## src/rtl/fj_pkg.sv

```systemverilog
// Shared types and helpers for the fork/join AND sequencer.
package fj_pkg;

    typedef enum logic [1:0] {
        IDLE = 2'd0,
        RUN1 = 2'd1,
        RUN2 = 2'd2,
        HOLD = 2'd3
    } fj_state_t;

    localparam int FJ_LATENCY_DEF = 5;

    // Counter width able to hold LATENCY-1 down to 0 without wrap.
    function automatic int fj_cnt_w(input int lat);
        return (lat < 1) ? 1 : $clog2(lat + 1);
    endfunction

endpackage

```

## src/rtl/fj_and_lane.sv

```systemverilog
// Registered bitwise AND; captures x&y on the load strobe, otherwise holds.
module fj_and_lane #(
    parameter int WIDTH = 1
) (
    input  logic             clk,
    input  logic             rst_n,
    input  logic             ld_i,
    input  logic [WIDTH-1:0] x_i,
    input  logic [WIDTH-1:0] y_i,
    output logic [WIDTH-1:0] q_o
);

    logic [WIDTH-1:0] q_q;

    always_ff @(posedge clk or negedge rst_n) begin
        if (!rst_n)    q_q <= '0;
        else if (ld_i) q_q <= x_i & y_i;
    end

    assign q_o = q_q;

endmodule

```

## src/rtl/fork_join_sched.sv

```systemverilog
// Fork/join sequencer for the two-lane AND datapath (out1=a&b, out2=a&c).
// FJ_SERIAL_EN: evaluate both lanes on one shared AND unit, one lane per LATENCY window.
module fork_join_sched
    import fj_pkg::*;
#(
    parameter int WIDTH   = 1,
    parameter int LATENCY = FJ_LATENCY_DEF
) (
    input  logic             clk,
    input  logic             rst_n,
    input  logic             in_valid,
    output logic             in_ready,
    input  logic [WIDTH-1:0] a,
    input  logic [WIDTH-1:0] b,
    input  logic [WIDTH-1:0] c,
    output logic             out_valid,
    input  logic             out_ready,
    output logic [WIDTH-1:0] out1,
    output logic [WIDTH-1:0] out2,
    output logic [1:0]       lane_done,
    output logic             busy
);

    localparam int            CW       = fj_cnt_w(LATENCY);
    localparam logic [CW-1:0] CNT_LOAD = CW'(LATENCY - 1);

    fj_state_t        state_q, state_d;
    logic [CW-1:0]    cnt_q, cnt_d;
    logic [WIDTH-1:0] a_q, b_q, c_q;
    logic             out_valid_q;
    logic [1:0]       lane_done_q;
    logic             accept, run1_exp, run2_exp, hold_exit;

    always_comb begin
        state_d   = state_q;
        cnt_d     = cnt_q;
        accept    = 1'b0;
        run1_exp  = 1'b0;
        run2_exp  = 1'b0;
        hold_exit = 1'b0;
        case (state_q)
            IDLE: if (in_valid) begin
                accept  = 1'b1;
                cnt_d   = CNT_LOAD;
                state_d = RUN1;
            end
            RUN1: if (cnt_q == '0) begin
                run1_exp = 1'b1;
`ifdef FJ_SERIAL_EN
                cnt_d    = CNT_LOAD;
                state_d  = RUN2;
`else
                state_d  = HOLD;
`endif
            end else begin
                cnt_d = cnt_q - CW'(1);
            end
`ifdef FJ_SERIAL_EN
            RUN2: if (cnt_q == '0) begin
                run2_exp = 1'b1;
                state_d  = HOLD;
            end else begin
                cnt_d = cnt_q - CW'(1);
            end
`endif
            HOLD: if (out_ready) begin
                hold_exit = 1'b1;
                state_d   = IDLE;
            end
            default: state_d = IDLE;
        endcase
    end

`ifdef FJ_SERIAL_EN
    localparam logic LAST_LANE = 1'b1;
`else
    localparam logic LAST_LANE = 1'b0;
`endif

    // Join point: the final lane expiry raises out_valid.
    logic join_done;
    assign join_done = LAST_LANE ? run2_exp : run1_exp;

    always_ff @(posedge clk or negedge rst_n) begin
        if (!rst_n) begin
            state_q     <= IDLE;
            cnt_q       <= '0;
            a_q         <= '0;
            b_q         <= '0;
            c_q         <= '0;
            out_valid_q <= 1'b0;
            lane_done_q <= 2'b00;
        end else begin
            state_q <= state_d;
            cnt_q   <= cnt_d;
            if (accept) begin
                a_q         <= a;
                b_q         <= b;
                c_q         <= c;
                lane_done_q <= 2'b00;
            end
            if (run1_exp) lane_done_q <= LAST_LANE ? 2'b01 : 2'b11;
            if (run2_exp) lane_done_q[1] <= 1'b1;
            if (join_done)      out_valid_q <= 1'b1;
            else if (hold_exit) out_valid_q <= 1'b0;
        end
    end

`ifdef FJ_SERIAL_EN
    // Shared unit: lane1 result on RUN1 expiry, lane2 on RUN2 expiry.
    // Lane1 is parked in out1_q when the unit is reused; out2 is meaningful once out_valid rises.
    logic [WIDTH-1:0] lane_q, out1_q;

    fj_and_lane #(.WIDTH(WIDTH)) u_lane (
        .clk   (clk),
        .rst_n (rst_n),
        .ld_i  (run1_exp | run2_exp),
        .x_i   (a_q),
        .y_i   ((state_q == RUN2) ? c_q : b_q),
        .q_o   (lane_q)
    );

    always_ff @(posedge clk or negedge rst_n) begin
        if (!rst_n)        out1_q <= '0;
        else if (run2_exp) out1_q <= lane_q;
    end

    assign out1 = (state_q == RUN2) ? lane_q : out1_q;
    assign out2 = lane_q;
`else
    fj_and_lane #(.WIDTH(WIDTH)) u_lane1 (
        .clk   (clk),
        .rst_n (rst_n),
        .ld_i  (run1_exp),
        .x_i   (a_q),
        .y_i   (b_q),
        .q_o   (out1)
    );

    fj_and_lane #(.WIDTH(WIDTH)) u_lane2 (
        .clk   (clk),
        .rst_n (rst_n),
        .ld_i  (run1_exp),
        .x_i   (a_q),
        .y_i   (c_q),
        .q_o   (out2)
    );
`endif

    assign in_ready  = (state_q == IDLE);
    assign busy      = (state_q != IDLE);
    assign out_valid = out_valid_q;
    assign lane_done = lane_done_q;

endmodule

```

## config.mk

```make
export PLATFORM = sky130hd
export DESIGN_NAME = fork_join_sched
export DESIGN_NICKNAME = d
export VERILOG_FILES = /design/src/rtl/fj_pkg.sv /design/src/rtl/fj_and_lane.sv /design/src/rtl/fork_join_sched.sv
export SDC_FILE = /design/constraint.sdc
export NUM_CORES = 1
export LEC_CHECK = 0
export BUFFER_PORTS_ARGS = -buffer_cell sky130_fd_sc_hd__buf_4
export CAP_MARGIN = 0
export CORE_UTILIZATION = 44
export CTS_CLUSTER_DIAMETER = 30
export DETAILED_ROUTE_END_ITERATION = 8
export PLACE_DENSITY = 0.73
export RECOVER_POWER = 25
export SYNTH_ARGS = -nofsm -noshare
export SYNTH_HDL_FRONTEND = slang
export SYNTH_SLANG_ARGS = --single-unit
```

## constraint.sdc

```tcl
create_clock -name clk -period 1.4 [get_ports clk]
set_input_delay 0.42 -clock clk [delete_from_list [all_inputs] [get_ports clk]]
set_output_delay 0.42 -clock clk [all_outputs]
set_load 0.01 [all_outputs]
```

==> results.cfg, run 1 <==
[sta]
period_needed_ns = 1.415
slew_headroom_pct = 58.23
slew_viol_final = 0
fin_crit_sh_pct = 101.1
grt_setup_unrepaired = yes
tns_ns = -0.01506
hold_viol = 0
setup_viol = 1
fmax_mhz = 706.7
tightest_slew_ns = 0.6266
fin_ws_ns = -0.01506
finalClockSkew_ns = 0.001761

[grt]
grt_max_degree = 13
gr-total-overflow = 0
antenna_found_initial = 0
grtUsageTotal_pct = 17.94
grt_pass1_vias = 409
grt_pass1_wl_um = 1711

[synthesis]
netlist_area_um2 = 591.8
synth_nets = 63
synth_most_common_cell = dfrtp_1
synth_area_leaders = dfrtp_1 (51%), mux2_2 (7.6%), nand2_1 (5.1%)
ys_seq_area_share_pct = 50.74
yosysTopAreaCellShare_pct = 50.74
yosys_warnings = 0
synth_edf_count = 0
async_reset_ff_share_pct = 100.0
synth_area_leader_cell = dfrtp_1
synth_seq_cells = 12
postSynthCellCount = 54
synth.avg_cell_area_um2 = 10.96
yosys_most_used_dff = dfrtp_1
synth_cell_type_count = 23
synth_common_cells = dfrtp_1 (12), nand2_1 (8), mux2_2 (4), o21ai_0 (4)

[pwr]
irDropWorstVdd_uv = 1233
p_per_area_nw_per_um2 = 2341
p_leak_nw = 0.3861

[finish]
antenna_cells = 0
final_util_pct = 69.44
stdcell_area_um2 = 813.3
areaGrowthSynthToFinish_pct = 37.42
final_cells = 89
drive_above_1_share_pct = 50.67
layout.nets = 85

[status]
status = finished, violations left
violations = setup timing

[detailed_routing]
wl_um = 1145
wl_per_cell_um = 12.87
vias_per_cell = 5.157
ant_nets = 0
route.detailed.drc = 0
via_count = 459
drt_iter0_drc = 1
dr.pass1.iters = 2

[setup_path]
crit_path_start_kind = flip-flop
critPathMaxStageDelay_ns = 0.43
cp_top_family = flip-flops
worstSetupPathType = reg -> out
crit_chain = nor2_4, inv_2, buf_6
r2r_start = cnt_q[0]$_DFFE_PN0P_
crit_slowest_cell = dfrtp_2
cp-end-kind = output pin
path_buf_inv = 2
cp_max_fo = 3
required_ns = 0.98
critPathLaunch = state_q[1]$_DFFE_PN0P_
arrival_ns = 1.00

[die]
die_y_um = 38.68
start_util_pct = 50.53
dieArea_um2 = 1496
num_io_pins = 14
rows = 12
coreArea_um2 = 1171
fp.dieW_um = 38.68

[clock_tree]
clk_pin_slew_ns = 0.07
tritoncts = done
cts_buffers = 3
cts_buffer_depth = 2
ctsRootBufferMaster = clkbuf_4
clock_sinks = 12
ctsHtreeMaxLevel = 1
insertion_delay_ns = 0.27

[place]
place_area_um2 = 705.7
place_hpwl_um = 766.5
portBuffers = 13
place.gp.congestion = 0.6796
place_inst = 81
dpl_worst_slack_ns = 0.02687

[min_path]
worstHoldStart = out_ready
hold_class = in -> reg

[job]
drv_cap = 0
placed cells by master (no fill, tap or decap), types with 2 or more instances in the layout:
cell type and instances:
nand2_1 8, dfrtp_1 10, dfrtp_2 2, mux2_4 2, o21ai_0 4, mux2_2 3
clkbuf_4 3, inv_2 2, nor2_1 3, a22o_1 2, buf_4 17
where the power goes:
part	internal [W]	switching, W	total, W
sequential	0.000510	0.000113	0.000623
combinational	0.000587	0.000417	0.00100
clock	0.000158	0.000117	0.000276
total	0.00126	0.000648	0.00190
routing by layer:
metal  share of wire (%)  vias up  track usage (%)
met5                   0        -                0
met4                0.87        0            5.172
met3                 5.4        3            6.936
met2                  52       12            30.83
met1                  41      222            20.38
li1                    -      222                -
sequential cells by signal, summed over array words and instances (netlist names):
| name | count |
|---|---|
| a_q | 1 |
| b_q | 1 |
| c_q | 1 |
| cnt_q | 3 |
| lane_done | 1 |
| out_valid | 1 |
| state_q | 2 |
| u_lane1.q_o | 1 |
| u_lane2.q_o | 1 |
per-stage QoR:
step | hold WS [ns] | power, W
after floorplan | 0.1244 | 0.001185
after global placement | 0.2660 | 0.001420
after detailed placement | 0.2650 | 0.001441
after CTS | 0.3160 | 0.001776
after global routing | 0.3292 | 0.002053
final | 0.3246 | 0.001904
kinds of logic after synthesis:
family | Yosys count | share of synthesized area (%)
AOI/OAI and AO/OA | 10 | 11.42
adders and majority gates | 2 | 4.228
buffers and inverters | 6 | 5.919
DFF | 12 | 50.74
muxes | 5 | 10.15
and+or+nand+nor | 19 | 17.55
worst reg2reg max path, cell delays in order (launching register included):
cell,delay [ns]
dfrtp_1,0.38
inv_1,0.09
ha_2,0.21
nand2b_4,0.07
mux2_4,0.29
a22o_1,0.22
timing repair:
action	in CTS	in global routing
gates resized for setup	4	7
pin swaps	1	1
endpoints found under the hold margin	12	0
setup buffers	2	1
hold buffers	1	0
setup endpoints to repair	2	8
area by class of cell:
| cell class | count | area (um^2) |
|---|---|---|
| fill | 94 | 357.8 |
| multi-input combinational | 36 | 292.8 |
| timing repair buffer | 20 | 152.6 |
| clock buffer | 4 | 36.28 |
| inverter | 3 | 11.26 |
| tap | 14 | 17.52 |
| sequential | 12 | 302.8 |
worst paths after layout:
| check | endpoint | slack (ns) | cells past startpoint |
|---|---|---|---|
| min in group asynchronous | out_valid$_DFFE_PN0P_ | 0.69 | 2 |
| min | state_q[0]$_DFFE_PN0P_ | 0.32 | 2 |
| max | busy | -0.02 | 3 |
| min reg2reg | out_valid$_DFFE_PN0P_ | 0.49 | 2 |
| max in group asynchronous | state_q[1]$_DFFE_PN0P_ | 0.27 | 2 |
| max reg2reg | cnt_q[0]$_DFFE_PN0P_ | 0.03 | 5 |
Power figures use the tool's default switching activity.
==> run 2: changes to the inputs <==
--- a/config.mk
+++ b/config.mk
@@ -11,5 +11,5 @@
 export CTS_CLUSTER_DIAMETER = 30
 export DETAILED_ROUTE_END_ITERATION = 8
-export PLACE_DENSITY = 0.73
+export PLACE_DENSITY_LB_ADDON = 0.1
 export RECOVER_POWER = 25
 export SYNTH_ARGS = -nofsm -noshare
==> constraint.sdc (replaced) <==
create_clock -name clk -period 1.4 [get_ports clk]
set_input_delay 0.07 -clock clk [delete_from_list [all_inputs] [get_ports clk]]
set_output_delay 0.07 -clock clk [all_outputs]
set_load 0.01 [all_outputs]
==> results.cfg, run 2 (synthesis results as in run 1) <==
[setup_path]
arrival_ns = 1.51
required_ns = 1.58
cp_max_fo = 2
cp-end-kind = flip-flop
crit_path_start_kind = flip-flop
worstSetupPathType = reg -> reg

[clock_tree]
cts_buffers = 3
clock_sinks = 12
insertion_delay_ns = 0.28
tritoncts = done
clk_pin_slew_ns = 0.08
ctsRootBufferMaster = clkbuf_4
cts_buffer_depth = 2
ctsHtreeMaxLevel = 1

[sta]
period_needed_ns = 1.336
setup_viol = 0
fin_ws_ns = 0.06371
slew_viol_final = 0
grt_setup_unrepaired = no
hold_viol = 0
tightest_slew_ns = 0.6341
finalClockSkew_ns = 0.007731
tns_ns = 0
slew_headroom_pct = 57.73
fin_crit_sh_pct = 95.45
fmax_mhz = 748.3

[grt]
grtUsageTotal_pct = 20.69
antenna_found_initial = 0
grt_pass1_wl_um = 1987
grt_pass1_vias = 447
gr-total-overflow = 0
grt_max_degree = 13

[finish]
drive_above_1_share_pct = 43.24
layout_common_cells = buf_4 (16), dfrtp_1 (12), nand2_1 (8)
antenna_cells = 0
largest_reg_flops = 3
max_flop_register = cnt_q
areaGrowthSynthToFinish_pct = 33.62
final_common_cell = buf_4
layout.nets = 84
top_regs = cnt_q: 3 flops, state_q: 2 flops
n_fill_cell = 104

[status]
status = completed

[pwr]
p_leak_nw = 0.3733
total_power_w = 0.001836
irDropWorstVdd_uv = 1269
p_per_area_nw_per_um2 = 2322

[detailed_routing]
route.detailed.drc = 0
wl_per_cell_um = 13.05
wl_um = 1148
drt_iter0_drc = 4
ant_nets = 0
wl_met2_um = 546
met1Wirelength_um = 522
dr_wl_met3_um = 65
vias_per_cell = 5.102
dr.pass1.iters = 2
top_layer_used = met4
via_count = 449

[die]
rows = 12
start_util_pct = 50.53
dieArea_um2 = 1496
die_y_um = 38.68
coreArea_um2 = 1171
num_io_pins = 14
fp.dieW_um = 38.68

[place]
place.gp.congestion = 0.7761
dpl_worst_slack_ns = 0.02058
place_hpwl_um = 838.2
portBuffers = 13

[min_path]
hold_class = in -> reg

[job]
drv_cap = 0
==> run 2: worst max-delay path: stages (launching register included) <==
cell and delay [ns]:
dfrtp_1 0.39, inv_1 0.11, ha_4 0.16, nand2b_4 0.06, mux2_4 0.29, a22o_1 0.23
==> run 2: final cells by class <==
cell class	instances	area, um^2	area share, %
flip-flops and latches	12	300.3	37.97
well taps	14	17.52	2.215
clock buffers	4	36.28	4.589
inverters	3	11.26	1.424
repair buffers	19	143.9	18.20
multi-input cells	36	281.5	35.60
==> run 2: through the flow <==
stage / utilization, % / hold WS (ns) / cell area (um^2) / std cells
6_report: 67.52 / 0.02242 / 790.8 / 88
5_1_grt: 67.52 / 0.01307 / 790.8 / 88
4_1_cts: 65.06 / 0.01910 / 762.0 / 87
3_5_place_dp: 60.26 / -0.08240 / 705.7 / 81
3_3_place_gp: 60.26 / -0.08156 / 705.7 / 81
2_1_floorplan: - / -0.2256 / 591.8 / 54
==> run 2: power breakdown <==
part | internal (W) | switching (W)
clock | 0.000158 | 0.000127
sequential | 0.000505 | 0.000148
combinational | 0.000535 | 0.000362
==> run 2: worst paths after layout <==
path,from,endpoint,depth (start not counted),slack (ns)
setup / recovery,cnt_q[0]$_DFFE_PN0P_,cnt_q[0]$_DFFE_PN0P_,5,0.06
hold / removal,a,a_q$_DFFE_PN0P_,2,0.02
setup reg to reg,cnt_q[0]$_DFFE_PN0P_,cnt_q[0]$_DFFE_PN0P_,5,0.06
hold reg to reg,out_valid$_DFFE_PN0P_,out_valid$_DFFE_PN0P_,2,0.49
max in group asynchronous,rst_n,cnt_q[2]$_DFFE_PN0P_,2,0.67
min in group asynchronous,rst_n,state_q[0]$_DFFE_PN0P_,2,0.32
==> run 2: layer usage <==
| metal | GRT usage (%) | vias up |
|---|---|---|
| met4 | 7.759 | 0 |
| li1 | - | 224 |
| met2 | 30.83 | 16 |
| met1 | 26.49 | 207 |
| met3 | 8.671 | 2 |
| met5 | 0 | - |
==> run 2: what timing repair did <==
action,4_1_cts,5_1_grt
setup endpoints to repair,0,5
buffers inserted,0,1
hold buffers,2,0
gates resized for setup,0,5
hold endpoints to repair,14,0
